## config.mk

```make
export PLATFORM = sky130hd
export DESIGN_NAME = erasable_access_arbiter
export DESIGN_NICKNAME = d
export VERILOG_FILES = /design/src/rtl/erasable_access_arbiter.sv
export SDC_FILE = /design/constraint.sdc
export NUM_CORES = 1
export LEC_CHECK = 0
export CORE_ASPECT_RATIO = 1.5
export CORE_MARGIN = 2
export CORE_UTILIZATION = 62
export DETAILED_ROUTE_END_ITERATION = 6
export DONT_BUFFER_PORTS = 1
export PLACE_DENSITY_LB_ADDON = 0.2
export SYNTH_ARGS = -nofsm -noshare
export SYNTH_HDL_FRONTEND = slang
export SYNTH_SLANG_ARGS = --single-unit
```

## constraint.sdc

```tcl
create_clock -name SIM_CLK -period 1.8 [get_ports SIM_CLK]
set_input_delay 0.36 -clock SIM_CLK [delete_from_list [all_inputs] [get_ports SIM_CLK]]
set_output_delay 0.36 -clock SIM_CLK [all_outputs]
set_load 0.005 [all_outputs]
```

## src/rtl/erasable_access_arbiter.sv

```systemverilog
// Two-requester (core / monitor) arbiter for an asynchronous erasable memory.
// Sequences SETUP / ACCESS / HOLD strobes with a starvation guard for the monitor.
module erasable_access_arbiter #(
    parameter int unsigned ACCESS_CYCLES = 2,
    parameter int unsigned STARVE_LIMIT  = 4,
    localparam int unsigned AW = 11,
    localparam int unsigned DW = 16
) (
    input  logic          SIM_CLK,
    input  logic          SIM_RST,
    input  logic          CORE_REQ,
    input  logic          CORE_WE,
    input  logic [AW-1:0] CORE_ADDR,
    input  logic [DW-1:0] CORE_WDATA,
    output logic          CORE_ACK,
    input  logic          MON_REQ,
    input  logic          MON_WE,
    input  logic [AW-1:0] MON_ADDR,
    input  logic [DW-1:0] MON_WDATA,
    output logic          MON_ACK,
    output logic [DW-1:0] RDATA,
    output logic          BUSY,
    output logic [AW-1:0] MEM_ADDR,
    output logic          MEM_CE_n,
    output logic          MEM_OE_n,
    output logic          MEM_WE_n,
    output logic [DW-1:0] MEM_DOUT,
    output logic          MEM_DOE,
    input  logic [DW-1:0] MEM_DIN
);

    localparam int unsigned CW = 4;
    localparam logic [CW-1:0] ACC_LOAD   = CW'(ACCESS_CYCLES);
    localparam logic [CW-1:0] STARVE_MAX = CW'(STARVE_LIMIT);

    typedef enum logic [1:0] {IDLE, SETUP, ACCESS, HOLD} state_t;

    state_t        state_q, state_d;
    logic [CW-1:0] cnt_q, cnt_d;
    logic [CW-1:0] starve_q, starve_d;
    logic          we_q, we_d;
    logic          own_mon_q, own_mon_d;
    logic [AW-1:0] addr_d;
    logic [DW-1:0] wdata_d;
    logic          grant_mon;
    logic          rdata_capture;
    logic          ce_n_d, oe_n_d, we_n_d, doe_d, core_ack_d, mon_ack_d, busy_d;

    // State register
    always_ff @(posedge SIM_CLK) begin
        if (SIM_RST) begin
            state_q <= IDLE;
        end else begin
            state_q <= state_d;
        end
    end

    // Next state, arbitration and next-cycle output values
    always_comb begin
        state_d       = state_q;
        cnt_d         = cnt_q;
        starve_d      = starve_q;
        we_d          = we_q;
        own_mon_d     = own_mon_q;
        addr_d        = MEM_ADDR;
        wdata_d       = MEM_DOUT;
        grant_mon     = MON_REQ && (!CORE_REQ || (STARVE_LIMIT != 0 && starve_q == STARVE_MAX));
        rdata_capture = 1'b0;

        case (state_q)
            IDLE: begin
                if (!MON_REQ) begin
                    starve_d = '0;
                end
                if (CORE_REQ || MON_REQ) begin
                    state_d   = SETUP;
                    own_mon_d = grant_mon;
                    we_d      = grant_mon ? MON_WE    : CORE_WE;
                    addr_d    = grant_mon ? MON_ADDR  : CORE_ADDR;
                    wdata_d   = grant_mon ? MON_WDATA : CORE_WDATA;
                    if (grant_mon) begin
                        starve_d = '0;
                    end else if (MON_REQ && starve_q < STARVE_MAX) begin
                        starve_d = starve_q + CW'(1);
                    end
                end
            end
            SETUP: begin
                state_d = ACCESS;
                cnt_d   = ACC_LOAD;
            end
            ACCESS: begin
                cnt_d = cnt_q - CW'(1);
                if (cnt_q <= CW'(1)) begin
                    state_d       = HOLD;
                    rdata_capture = !we_q;
                end
            end
            HOLD: begin
                state_d = IDLE;
            end
            default: begin
                state_d = IDLE;
            end
        endcase

        // Strobes are registered, so they are derived from the state being entered
        ce_n_d     = (state_d == IDLE);
        oe_n_d     = !(state_d == ACCESS && !we_d);
        we_n_d     = !(state_d == ACCESS && we_d);
        doe_d      = (state_d != IDLE) && we_d;
        core_ack_d = (state_d == HOLD) && !own_mon_d;
        mon_ack_d  = (state_d == HOLD) && own_mon_d;
        busy_d     = (state_d != IDLE);
    end

    // Datapath, counters and registered outputs
    always_ff @(posedge SIM_CLK) begin
        if (SIM_RST) begin
            cnt_q     <= '0;
            starve_q  <= '0;
            we_q      <= 1'b0;
            own_mon_q <= 1'b0;
            MEM_ADDR  <= '0;
            MEM_DOUT  <= '0;
            RDATA     <= '0;
            MEM_CE_n  <= 1'b1;
            MEM_OE_n  <= 1'b1;
            MEM_WE_n  <= 1'b1;
            MEM_DOE   <= 1'b0;
            CORE_ACK  <= 1'b0;
            MON_ACK   <= 1'b0;
            BUSY      <= 1'b0;
        end else begin
            cnt_q     <= cnt_d;
            starve_q  <= starve_d;
            we_q      <= we_d;
            own_mon_q <= own_mon_d;
            MEM_ADDR  <= addr_d;
            MEM_DOUT  <= wdata_d;
            MEM_CE_n  <= ce_n_d;
            MEM_OE_n  <= oe_n_d;
            MEM_WE_n  <= we_n_d;
            MEM_DOE   <= doe_d;
            CORE_ACK  <= core_ack_d;
            MON_ACK   <= mon_ack_d;
            BUSY      <= busy_d;
            if (rdata_capture) begin
                RDATA <= MEM_DIN;
            end
        end
    end

endmodule

```

---- Word level (Yosys, flattened, before mapping) ----
Index checks and enable logic that the tools add are counted.
operators by class
  $add $sub $neg .......................... 2
  equal/unequal tests ..................... 6
  magnitude comparators ................... 2
  reductions and logical operators ........ 20
  multiplexer cells ....................... 17
operators with widths
  cell                   count
  $mux W16               1
  $mux W4                4
  $mux W11               1
  $eq A2 B2 Y1 const B   4
  $pmux W2 S4            1
  $pmux W4 S2            1
  $logic_and A1 B1 Y1    7
  $mux W1                7
  $logic_not A1 Y1       6
  $add A4 B1 Y4 const B  1
  $eq A4 B3 Y1 const B   1
  $le A4 B1 Y1 const B   1
  $logic_not A2 Y1       2
  $lt A4 B3 Y1 const B   1
  $mux W2                2
  $reduce_bool A2 Y1     2
  $sub A4 B1 Y4 const B  1
  $eq A2 B1 Y1 const B   1
  $logic_or A1 B1 Y1     2
  $reduce_and A2 Y1      1
word-level totals
  register bits after elaboration ......... 62
  input bits .............................. 76
  logic and storage cells ................. 62
  output and inout port bits .............. 50

---- Longest topological paths before layout ----
Gate-level depths: netlist of run 1.
  word-level depth ........................ 9
  gate-level depth with buffers ........... 8
  depth with buffers taken out ............ 6

---- Least setup slack after synthesis of run 1 ----
OpenSTA, ideal clock, no wires.
  path type ............................... reg-to-reg
  start point ............................. reg cnt_q[0]
  end point ............................... reg RDATA[10]
  path buffers ............................ 1
  path slack .............................. 0.195 ns
  arrival ................................. 1.478 ns
  stages on the path, launching flop included .. 8
  data required time ...................... 1.672 ns
  setup time .............................. 0.128 ns
  clock period less this slack ............ 1.605 ns
  path through ............................ dfxtp_1 inv_1 ha_1 or2_2 nand2_2 buf_6 mux2i_1 nor2_1
on the way
  cells in the longest elaborated chain, start to end .. 3
RTL lines
  element                 line  source
  start, declared         39    logic [CW-1:0] cnt_q, cnt_d;
  start signal, assigned  135   cnt_q <= cnt_d;
  $le A4 B1 Y1            94    if (cnt_q <= CW'(1)) begin
  $mux W1                 94
  $mux W1                 70    case (state_q)
  end signal, assigned    126   RDATA <= '0;
  end signal, assigned    149   RDATA <= MEM_DIN;
  end, declared           21    output logic [DW-1:0] RDATA,
Every way passes these cells.
A chain may end at the register's enable or synchronous reset.

---- Worst setup path after layout of run 1 ----
  start point ............................. reg cnt_q[0]
  end point ............................... reg MEM_DOE
on the way
  cells in the longest elaborated chain, start to end .. 5
RTL lines
  element               line  source
  $le A4 B1 Y1          94
  $mux W2               94
  $pmux W2 S4           70
  $reduce_bool A2 Y1    111   doe_d = (state_d != IDLE) && we_d;
  $logic_and A1 B1 Y1   111
  end signal, assigned  144   MEM_DOE <= doe_d;
  end, declared         28    output logic MEM_DOE,
Every way passes these cells.

==> results.py, run 1 <==
metrics = {
    "floorplanning": {
        "io_pins": 126,
        "die_x_um": 58.5,
        "die_area_mm2": 0.00502,
        "design.core.area_mm2": 0.00425,
        "die_h_um": 85.8,
        "start_util_pct": 65.2,
        "placementRows": 29,
    },
    "layout": {
        "stdcell_area_mm2": 0.00299,
        "nets": 377,
        "n_antenna_cell": 0,
        "drive_above_1_share_pct": 17.0,
        "area.growth.synth_to_final_pct": 8.10,
    },
    "timing": {
        "fmax_ghz": 0.616,
        "worst_pin_slew_ns": 0.343,
        "skew_ns": 0.00694,
        "fin_setup_tns_ns": 0,
        "final_max_slew_viol_count": 0,
        "relSlewSlack_pct": 77.0,
        "final_hold_viol_count": 0,
        "grt_setup_unrepaired": "no",
        "setup_viol": 0,
        "fin_crit_sh_pct": 90.3,
        "min_period_ns": 1.62,
    },
    "power_and_ir_drop": {
        "total_power_mw": 4.66,
        "worst_ir_drop_vdd_v": 0.00118,
        "p_leak_nw": 1.24,
        "power_density_mw_per_mm2": 1560,
    },
    "critical_path": {
        "crit_fanout": 4,
        "r2r_slack_ns": 0.18,
        "critPathCapture": "MEM_DOE",
        "cp_data_arrival_time_ns": 1.86,
        "endpoint_kind": "register",
        "crit_path_start_kind": "register",
        "r2r_cells": 6,
        "cp-startpoint": "cnt_q[0]",
        "r2r-end": "MEM_DOE",
        "timing.rr.start": "cnt_q[0]",
        "criticalPathCategory": "reg -> reg",
        "required_ns": 2.04,
    },
    "clock_network": {
        "clock_sinks": 62,
        "clkTransAtPathRegs_ns": 0.07,
        "clock_latency_ns": 0.34,
        "cts_tree": "done",
        "clockBufferDepth": 2,
        "holdBufCountCts": 0,
        "post_cts_buffers": 0,
        "cts_root_buffer": "clkbuf_8",
        "ctsResizeCount": 0,
        "cts_made_buffers": 9,
        "cts_max_level": 3,
    },
    "drt": {
        "routed_wl_mm": 5.40,
        "ant_nets": 0,
        "vias": 2034,
        "first_iter_violations": 95,
        "firstDrtPassIters": 4,
        "viasPerCell": 5.88,
        "drc": 0,
        "wire_per_inst_um": 15.6,
    },
    "synth": {
        "ys.warnings.count": 0,
        "synth_fp_nets": 382,
        "synth_area_leader_cell": "dfxtp_1",
        "synth_edf_count": 0,
        "yosys-top-cells-area": "dfxtp_1 45%, a311oi_2 11%, nand2_1 8.5%",
        "avgSynthCellArea_um2": 9.22,
        "synth_cell_types": 40,
        "ys_seq_elements": 62,
        "synthFlopType": "dfxtp_1",
        "ys_seq_area_share_pct": 44.9,
        "synth_top_area_share_pct": 44.9,
        "syn_area_mm2": 0.00277,
        "async_flop_share_pct": 0,
        "syn_inst": 300,
    },
    "job": {
        "cap_violations": 0,
    },
    "global_routing": {
        "grtUsageTotal_pct": 22.4,
        "grt_pass1_vias": 1907,
        "grt.overflow.total": 0,
        "grt_pass1_wl_mm": 8.42,
        "antenna_found_initial": 0,
        "grt_max_degree": 57,
    },
    "run_status": {
        "outcome": "complete, no violations",
    },
    "placed_design": {
        "portBuffers": 0,
        "placed_cell_area_mm2": 0.00278,
        "place_congestion": 0.818,
        "hpwl_mm": 3.77,
    },
    "worst_hold_path": {
        "min_path_type": "in -> reg",
    },
}
## where the power goes
part	internal (mW)	total (mW)	switching (mW)
sequential	1.73	1.99	0.262
clock	0.671	1.20	0.534
combinational	0.645	1.46	0.819
## layout by cell type (no fill, tap or decap), types with 2 or more instances in the layout
master and instances:
clkbuf_8 10, inv_1 12, o21ai_0 5, nand2_1 63, a31oi_1 2, nor3_1 2
a311oi_1 8, nor2_1 51, buf_12 4, mux2i_1 16, clkinv_2 3, nand2b_1 2
nand3_1 2, ha_1 5, a311oi_2 20, nor4b_4 2, dfxtp_1 62, a21oi_1 6
## per-stage QoR
step	util [%]	hold slack [ns]	instances	setup WS (ns)
detailed placement	65.4	0.436	330	0.107
global route	70.4	0.0668	346	0.0345
finish	70.4	0.0836	346	0.175
floorplan	-	0.464	300	0.195
CTS	70.1	0.0650	346	0.0825
global placement	65.4	0.435	330	0.200
## cells in the mapped netlist (2+ instances only)
master / n
a211oi_1: 2
a21oi_1: 6
a311oi_1: 8
a311oi_2: 20
a31oi_1: 2
buf_1: 2
buf_2: 5
buf_4: 6
buf_8: 2
clkbuf_1: 5
dfxtp_1: 62
ha_1: 6
inv_1: 12
mux2i_1: 16
nand2_1: 63
nand2b_1: 2
nand3_1: 2
nor2_1: 51
nor3_1: 2
o21a_1: 2
o21ai_0: 5
## worst min path at each step
stage	to	start	cells after the start	slack [ns]
final	RDATA[12]	SIM_RST	1	0.08
after global routing	MEM_ADDR[7]	SIM_RST	1	0.07
after detailed placement	MEM_DOUT[9]	SIM_RST	1	0.44
after CTS	MEM_ADDR[7]	SIM_RST	1	0.06
after floorplan	starve_q[3]	starve_q[3]	2	0.46
after global placement	MEM_DOUT[9]	SIM_RST	1	0.43
## per-layer routing
layer | part of all wire [%] | GRT usage [%] | vias up
met5 | 0 | 0 | -
met4 | 2.8 | 16.1 | 0
met3 | 10 | 7.24 | 13
met2 | 48 | 36.2 | 97
met1 | 39 | 24.0 | 906
li1 | - | - | 1018
## worst max-delay path, stage by stage, from the launching register on
cell	delay (ns)
dfxtp_1	0.37
inv_1	0.08
ha_1	0.22
or2_2	0.32
a211oi_2	0.24
o21ai_1	0.14
and2_1	0.15
## sequential cells by signal (all words and copies together), names as in the netlist, 2 cells and up
signal and flops:
MEM_ADDR 11, MEM_DOUT 16, RDATA 16, cnt_q 4, starve_q 4, state_q 2
## final cells by class
cell class	instances	area, µm²
clock buffer	10	138
clock inverter	6	61.3
fill	323	1250
inverter	12	45.0
multi-input combinational	205	1360
sequential	62	1240
tap	46	57.6
timing repair buffer	5	87.6
## cell families after synthesis
group / count (synthesis) / synth area share, %
and+or+nand+nor: 130 / 20.5
buffers and inverters: 33 / 6.60
AOI/OAI and AO/OA: 53 / 19.5
muxes: 16 / 5.79
adders and majority gates: 6 / 2.71
DFF: 62 / 44.9
Note: power is estimated with default switching activity, not from simulation.
==> inputs of run 2 (changes only) <==
SKIP_CTS_REPAIR_TIMING = 1   (was unset)
SLEW_MARGIN = 25   (was unset)
==> results of run 2 <==
The final DEF is identical to that of run 1; final timing and power are the same.
